--- src/rtl/odd_pkg.sv ---
// Shared definitions for the odd-number sequence generator.
//   state_e      : controller states (IDLE, RUN)
//   MODE_ONESHOT : stop after the last value below the limit
//   MODE_WRAP    : restart from the first value after the last one
package odd_pkg;

    typedef enum logic [0:0] {
        IDLE = 1'b0,
        RUN  = 1'b1
    } state_e;

    localparam logic MODE_ONESHOT = 1'b0;
    localparam logic MODE_WRAP    = 1'b1;

endpackage

--- src/rtl/odd_round.sv ---
// Combinational odd-value helper.
//   value   : input operand
//   rounded : value rounded up to odd (value | 1)
//   next    : value + 2, truncated to WIDTH bits
//   carry   : set when value + 2 does not fit in WIDTH bits
module odd_round #(
    parameter int unsigned WIDTH = 4
) (
    input  logic [WIDTH-1:0] value,
    output logic [WIDTH-1:0] rounded,
    output logic [WIDTH-1:0] next,
    output logic             carry
);

    localparam logic [WIDTH-1:0] ONE = WIDTH'(1);
    localparam logic [WIDTH:0]   TWO = (WIDTH + 1)'(2);

    logic [WIDTH:0] sum;

    assign rounded = value | ONE;
    assign sum     = {1'b0, value} + TWO;
    assign next    = sum[WIDTH-1:0];
    assign carry   = sum[WIDTH];

endmodule

--- src/rtl/odd_seq_gen.sv ---
// Odd-number sequence generator with a valid/ready output stream.
//   clk, rst_n           : clock, synchronous active-low reset
//   start, mode, stop    : run control (start/mode sampled in IDLE, stop in RUN)
//   seed, limit          : first value (rounded up to odd) and exclusive bound
//   out_valid, out_ready : output handshake
//   out_data             : current odd value
//   busy, done           : run in progress, one-cycle end-of-run pulse
//   count                : values accepted in current/last run, saturating
module odd_seq_gen
    import odd_pkg::*;
#(
    parameter int unsigned WIDTH = 4,
    parameter int unsigned CNT_W = 8
) (
    input  logic             clk,
    input  logic             rst_n,
    input  logic             start,
    input  logic             mode,
    input  logic             stop,
    input  logic [WIDTH-1:0] seed,
    input  logic [WIDTH-1:0] limit,
    output logic             out_valid,
    input  logic             out_ready,
    output logic [WIDTH-1:0] out_data,
    output logic             busy,
    output logic             done,
    output logic [CNT_W-1:0] count
);

    state_e           state_q, state_d;
    logic [WIDTH-1:0] data_q, data_d;
    logic [WIDTH-1:0] first_q, first_d;
    logic [WIDTH-1:0] limit_q, limit_d;
    logic             mode_q, mode_d;
    logic             done_q, done_d;
    logic [CNT_W-1:0] count_q, count_d;

    // One helper serves both uses: in IDLE it rounds the seed, in RUN it
    // steps the current value.
    logic [WIDTH-1:0] round_in;
    logic [WIDTH-1:0] round_odd;
    logic [WIDTH-1:0] round_next;
    logic             round_carry;

    assign round_in = (state_q == IDLE) ? seed : data_q;

    odd_round #(
        .WIDTH (WIDTH)
    ) u_round (
        .value   (round_in),
        .rounded (round_odd),
        .next    (round_next),
        .carry   (round_carry)
    );

    always_comb begin
        state_d = state_q;
        data_d  = data_q;
        first_d = first_q;
        limit_d = limit_q;
        mode_d  = mode_q;
        count_d = count_q;
        done_d  = 1'b0;

        unique case (state_q)
            IDLE: begin
                if (start) begin
                    mode_d  = mode;
                    limit_d = limit;
                    first_d = round_odd;
                    count_d = '0;
                    if (round_odd < limit) begin
                        state_d = RUN;
                        data_d  = round_odd;
                    end else begin
                        // Empty range: nothing to emit, end immediately.
                        done_d = 1'b1;
                    end
                end
            end
            RUN: begin
                // out_valid is always high in RUN, so out_ready is the handshake.
                if (out_ready && (count_q != '1)) begin
                    count_d = count_q + CNT_W'(1);
                end
                if (stop) begin
                    state_d = IDLE;
                    done_d  = 1'b1;
                end else if (out_ready) begin
                    if (!round_carry && (round_next < limit_q)) begin
                        data_d = round_next;
                    end else if (mode_q == MODE_WRAP) begin
                        data_d = first_q;
                    end else begin
                        state_d = IDLE;
                        done_d  = 1'b1;
                    end
                end
            end
            default: state_d = IDLE;
        endcase
    end

    always_ff @(posedge clk) begin
        if (!rst_n) begin
            state_q <= IDLE;
            data_q  <= '0;
            first_q <= '0;
            limit_q <= '0;
            mode_q  <= MODE_ONESHOT;
            done_q  <= 1'b0;
            count_q <= '0;
        end else begin
            state_q <= state_d;
            data_q  <= data_d;
            first_q <= first_d;
            limit_q <= limit_d;
            mode_q  <= mode_d;
            done_q  <= done_d;
            count_q <= count_d;
        end
    end

    assign out_valid = (state_q == RUN);
    assign busy      = (state_q == RUN);
    assign out_data  = data_q;
    assign done      = done_q;
    assign count     = count_q;

endmodule

--- config.mk ---
export PLATFORM = sky130hd
export DESIGN_NAME = odd_seq_gen
export DESIGN_NICKNAME = d
export VERILOG_FILES = /design/src/rtl/odd_pkg.sv /design/src/rtl/odd_round.sv /design/src/rtl/odd_seq_gen.sv
export SDC_FILE = /design/constraint.sdc
export NUM_CORES = 1
export LEC_CHECK = 0
export CAP_MARGIN = 20
export CORE_MARGIN = 2
export CORE_UTILIZATION = 35
export DETAILED_ROUTE_END_ITERATION = 10
export GPL_TIMING_DRIVEN = 0
export SLEW_MARGIN = 5
export SYNTH_ARGS = -nofsm -noshare
export SYNTH_HDL_FRONTEND = slang
export SYNTH_SLANG_ARGS = --single-unit
--- constraint.sdc ---
create_clock -name clk -period 6.3 [get_ports clk]
set_clock_uncertainty 0.2 [all_clocks]
set_input_delay 1.575 -clock clk [delete_from_list [all_inputs] [get_ports clk]]
set_output_delay 1.575 -clock clk [all_outputs]
set_load 0.01 [all_outputs]
* Yosys cells after proc, flatten, opt, wreduce, memory -nomap -nowiden
Cells that the tools add are included.
** Operators by class
- Add/sub/neg operators :: 2
- $mul :: 0
- Divide/modulo/power cells :: 0
- Magnitude comparators :: 2
- Equality and inequality tests :: 7
- Shifts and indexed selects :: 0
- Muxes and demuxes :: 25
- Bitwise logic cells :: 1
- Reductions and logical operators :: 6
** Operators by type and width (number)
- $mux W4 :: 7
- $mux W8 :: 2
- $pmux W8 S2 :: 1
- $mux W1 :: 12
- $add A8 B1 Y8 const B :: 1
- $lt A4 B4 Y1 :: 2
- $ne A8 B8 Y1 const B :: 1
- $pmux W4 S2 :: 1
- $ne A2 B2 Y1 const B :: 3
- $add A4 B2 Y5 const B :: 1
- $reduce_and A5 Y1 :: 1
- $ne A2 B1 Y1 const B :: 2
- $pmux W1 S2 :: 2
- $reduce_and A2 Y1 :: 2
- $ne A3 B1 Y1 const B :: 1
- $logic_and A1 B1 Y1 :: 2
- $logic_not A1 Y1 :: 1
- $not A1 Y1 :: 1
** Storage, ports and cells
- Register bits after elaboration :: 23
- Latch bits :: 0
- Bits in writable memories :: 0
- ROM bits :: 0
- Input bits :: 14
- Output and inout bits :: 15
- Logic and storage cells :: 50
- Memories :: 0

* Depth between registers and ports, before layout
- Depth after elaboration :: 8
- Depth in mapped cells :: 11
- Mapped depth without buffers :: 10

* By module
Synthesis repeated with hierarchy kept, for this count alone.
** Second synthesis, totals
- Cells, all modules :: 168
- Area, all modules :: 1415.1 µm²
** Modules (own cells, without submodules)
- odd_seq_gen :: instances 1, cells an instance 158, area an instance 1342.5 µm², sequential area each 460.4 µm²
- odd_round :: instances 1, cells an instance 10, area an instance 72.6 µm², sequential area each 0.0 µm²

* Worst setup path before layout
No wires, ideal clock.
- Kind :: in2reg
- Start :: in seed[2]
- End :: reg data_q[1], in the netlist out_data[1]
- Setup time :: 0.122 ns
- Arrival time :: 3.492 ns
- Data required time :: 5.978 ns
- Path slack :: 2.486 ns
- Stages :: 9
- Buffers on the path :: 0
- Path through :: mux2_2 > ha_1 > xor2_1 > ha_1 > a21oi_1 > nand3_2 > o211a_1 > or2_1 > o311a_1
** Between the ends
- Longest elaborated chain between the ends :: 8
- Elaborated cells on any way between the ends :: 13
- Those cells by class :: add/sub (1); order compare (2); eq/ne (2); mux (5); reduce/logical (3)
** Ends and longest elaborated chain
- from (decl) :: RTL line odd_seq_gen.sv:20 : input logic [WIDTH-1:0] seed,
- $mux W4 (*) :: RTL line odd_seq_gen.sv:45 : assign round_in = (state_q == IDLE) ? seed : data_q;
- $add A4 B2 Y5 :: RTL line odd_round.sv:21 : assign sum = {1'b0, value} + TWO;
- $lt A4 B4 Y1 / $logic_not A1 Y1 (equally long branches) :: RTL line odd_seq_gen.sv:90 : if (!round_carry && (round_next < limit_q)) begin
- $logic_and A1 B1 Y1 :: RTL line odd_seq_gen.sv:90
- $mux W4 :: RTL line odd_seq_gen.sv:90
- $mux W4 :: RTL line odd_seq_gen.sv:89 : end else if (out_ready) begin
- $mux W4 :: RTL line odd_seq_gen.sv:86 : if (stop) begin
- $pmux W4 S2 :: RTL line odd_seq_gen.sv:65 : unique case (state_q)
- to (signal assigned) :: RTL line odd_seq_gen.sv:115 : data_q <= data_d;
- to (decl) :: RTL line odd_seq_gen.sv:31 : logic [WIDTH-1:0] data_q, data_d;
Every way passes the cells marked *; elsewhere a longest branch is shown, timed or not. The select of a mux whose other input is x is not followed.
A chain may end at the register's enable or synchronous reset.

* Final worst setup path
- Start :: in seed[1]
- End :: reg done_q, in the netlist done
** Between the ends
- Longest elaborated chain between the ends :: 8
- Elaborated cells on any way between the ends :: 12
- Those cells by class :: add/sub (1); order compare (2); mux (7); reduce/logical (2)
** Ends and longest elaborated chain
- $mux W4 (*) :: RTL line odd_seq_gen.sv:45
- named net round_in[1] :: RTL line odd_seq_gen.sv:40 : logic [WIDTH-1:0] round_in;
- $add A4 B2 Y5 :: RTL line odd_round.sv:21
- $lt A4 B4 Y1 / $logic_not A1 Y1 (equally long branches) :: RTL line odd_seq_gen.sv:90
- $logic_and A1 B1 Y1 :: RTL line odd_seq_gen.sv:90
- $mux W1 :: RTL line odd_seq_gen.sv:90
- $mux W1 :: RTL line odd_seq_gen.sv:89
- $mux W1 :: RTL line odd_seq_gen.sv:86
- $pmux W1 S2 (*) :: RTL line odd_seq_gen.sv:65
- to (signal assigned) :: RTL line odd_seq_gen.sv:119 : done_q <= done_d;
- to (decl) :: RTL line odd_seq_gen.sv:35 : logic done_q, done_d;
Mark *: on every way through the listed nets, which the timed path passes. The rest lies on a longest branch.

==> flow_metrics.py <==
metrics = {
    "power": {
        "p_per_area_nw_per_um2": 216,
        "power_leakage_nw": 0.689,
        "vdd_drop_max_mv": 0.133,
    },
    "logic_synthesis": {
        "syn_inst": 163,
        "syn-cell-area_sq_um": 1330,
        "synth_top_area_share_pct": 34.7,
        "synth-seq-cells": 23,
        "synth_area_leader_cell": "dfxtp_1",
        "synth_nets": 184,
        "synth_top_flop_cell": "dfxtp_1",
        "synth_warnings": 0,
        "synth.most_common_cell": "dfxtp_1",
        "synth_cell_type_count": 41,
        "syn_avg_cell_area_sq_um": 8.15,
        "synth_common_cells": "dfxtp_1, nand2_1, a21oi_1, inv_1",
        "synth_edf_count": 0,
        "synthArstFlopShare_pct": 0,
        "synth.area.top_cells": "dfxtp_1, ha_1, nand2_1",
        "ys_seq_area_share_pct": 34.7,
    },
    "detailed_routing": {
        "drt_first_pass_iters": 4,
        "detail-route-antenna-nets": 0,
        "routedWlPerCell_um": 14.1,
        "vias_per_cell": 5.37,
        "wl_um": 3420,
        "wl_met1_um": 1580,
        "drc": 0,
        "via_count": 1305,
        "wl_met2_um": 1620,
        "top_layer": "met4",
        "drt-initial-drc-count": 54,
        "wl_met3_um": 178,
    },
    "timing": {
        "maxSlewHeadroom_pct": 67.1,
        "fmax_mhz": 230,
        "setup_violations": 0,
        "min_period_ns": 4.35,
        "final.period_utilization_pct": 69.1,
        "final_max_slew_viol_count": 0,
        "worst_slew_pin_slew_ns": 0.487,
        "hold_viol": 0,
        "rsz0062_at_grt": "no",
        "tns_ns": 0,
        "timing.final.ws_setup_ns": 1.95,
    },
    "finish": {
        "drive_above_1_share_pct": 6.15,
        "area_growth_pct": 29.1,
        "fin_util_pct": 46.9,
        "layout.cells.non_filler": 243,
        "diodes": 0,
        "fillers": 383,
        "nNetsFinal": 217,
    },
    "placement": {
        "port_buffers": 28,
        "place_inst": 239,
        "hpwl_um": 2580,
        "gp_congestion": 0.864,
        "dpl_worst_slack_ns": 1.65,
    },
    "die": {
        "ios": 29,
        "dieArea_sq_um": 4310,
        "initial_core_util_pct": 36.3,
        "die_w_um": 65.6,
        "rows": 22,
        "die_y_um": 65.6,
        "fp.coreArea_sq_um": 3660,
    },
    "clock_network": {
        "cts-buffers-inserted": 3,
        "path_clk_slew_ns": 0.09,
        "clk-insertion-delay-late_ns": 0.27,
        "ctsResizeCount": 0,
        "clock-sinks": 23,
        "root_buffer": "clkbuf_8",
        "cts_setup_buffers": 0,
        "cts_tree": "yes",
        "clockBufferDepth": 2,
        "cts_hold_buf": 0,
        "htree_levels": 1,
    },
    "grt": {
        "grt_max_degree": 14,
        "antenna_found_initial": 0,
        "grt_pass1_vias": 1215,
        "grt_use_total_pct": 16.6,
        "grt_pass1_wl_um": 5570,
        "grt-ovfl-total": 0,
    },
    "worst_setup_path": {
        "critPathArrivalTime_ns": 4.37,
        "cp-start-kind": "primary input",
        "reg2reg_setup_slack_ns": 2.62,
        "cp-end-kind": "flop",
        "worst-endpoint-required_ns": 6.32,
        "path_class": "primary input to flop",
        "path_max_fanout": 5,
    },
    "min_path": {
        "hp-class": "flop to flop",
    },
    "job": {
        "cap_violations": 0,
    },
    "status": {
        "status": "finished, final reports clean",
    },
}
[final timing paths]
| kind | start | to | cells after the start |
|---|---|---|---|
| min | first_q[3] | first_q[3] | 2 |
| min reg2reg | first_q[3] | first_q[3] | 2 |
| max | seed[1] | done | 11 |
| max reg2reg | busy | done | 11 |
[registers in the layout, indices dropped and copies added (netlist names)]
name	cells
limit_q	4
count	8
mode_q	1
done	1
out_data	4
first_q	4
busy	1
[layout by cell type (no fill, tap or decap), types with 3 or more instances in the layout]
cell and count:
dfxtp_1 23, clkbuf_1 5, o311a_1 3, or3_1 3, nand3_1 5, nor2_1 8
mux2i_1 3, clkbuf_8 3, a21boi_0 3, nand4b_1 3, nand2_1 22, nor2b_1 4
a21oi_1 14, nand2b_1 3, clkdlybuf4s50_1 28, a31oi_1 3, inv_1 14, ha_1 7
o21ai_0 8
[critical path, stage by stage]
cell             delay [ns]
clkdlybuf4s50_1        0.48
mux2i_1                0.29
inv_1                  0.08
ha_1                   0.21
xor2_1                 0.18
ha_1                   0.30
o211ai_1               0.10
a31oi_2                0.27
nor2_1                 0.18
o311ai_0               0.46
o211a_1                0.22
[stage by stage]
| step | area [sq um] | total power [W] | hold WS, ns |
|---|---|---|---|
| after floorplan | 1330 | 0.000236 | 0.232 |
| after global placement | 1670 | 0.000277 | 0.245 |
| after detailed placement | 1670 | 0.000280 | 0.252 |
| after CTS | 1720 | 0.000375 | 0.265 |
| after global routing | 1720 | 0.000396 | 0.290 |
| final | 1720 | 0.000371 | 0.263 |
[report_power, final]
group          switching (W)   total, W  internal [W]  leakage, nW
Clock              0.0000510  0.0000952     0.0000443       0.0255
Sequential        0.00000939   0.000165      0.000155        0.188
Combinational      0.0000581   0.000111     0.0000527        0.475
[cell families after synthesis]
family,after synthesis,share of synthesized area (%)
xor gates and xnor gates,1,0.659
buffers and inverters,22,6.78
adders and majority gates,7,6.59
muxes,5,4.24
DFF,23,34.7
and+or+nand+nor,58,22.4
AOI/OAI and AO/OA,47,24.7
[layout make-up]
cell class / instances / area, sq um / share of cell area [%]
well taps: 48 / 60.1 / 3.50
flip-flops and latches: 23 / 460 / 26.8
clock inverters: 1 / 5.00 / 0.292
inverters: 15 / 56.3 / 3.28
multi-input cells: 118 / 778 / 45.4
plain buffers: 7 / 33.8 / 1.97
repair buffers: 28 / 280 / 16.3
clock buffers: 3 / 41.3 / 2.41
[layer usage]
layer | vias to the layer above | GRT usage (%)
li1 | 652 | -
met1 | 609 | 21.4
met2 | 38 | 28.2
met3 | 6 | 3.25
met4 | 0 | 4.17
met5 | - | 0
Power figures use the tool's default switching activity.
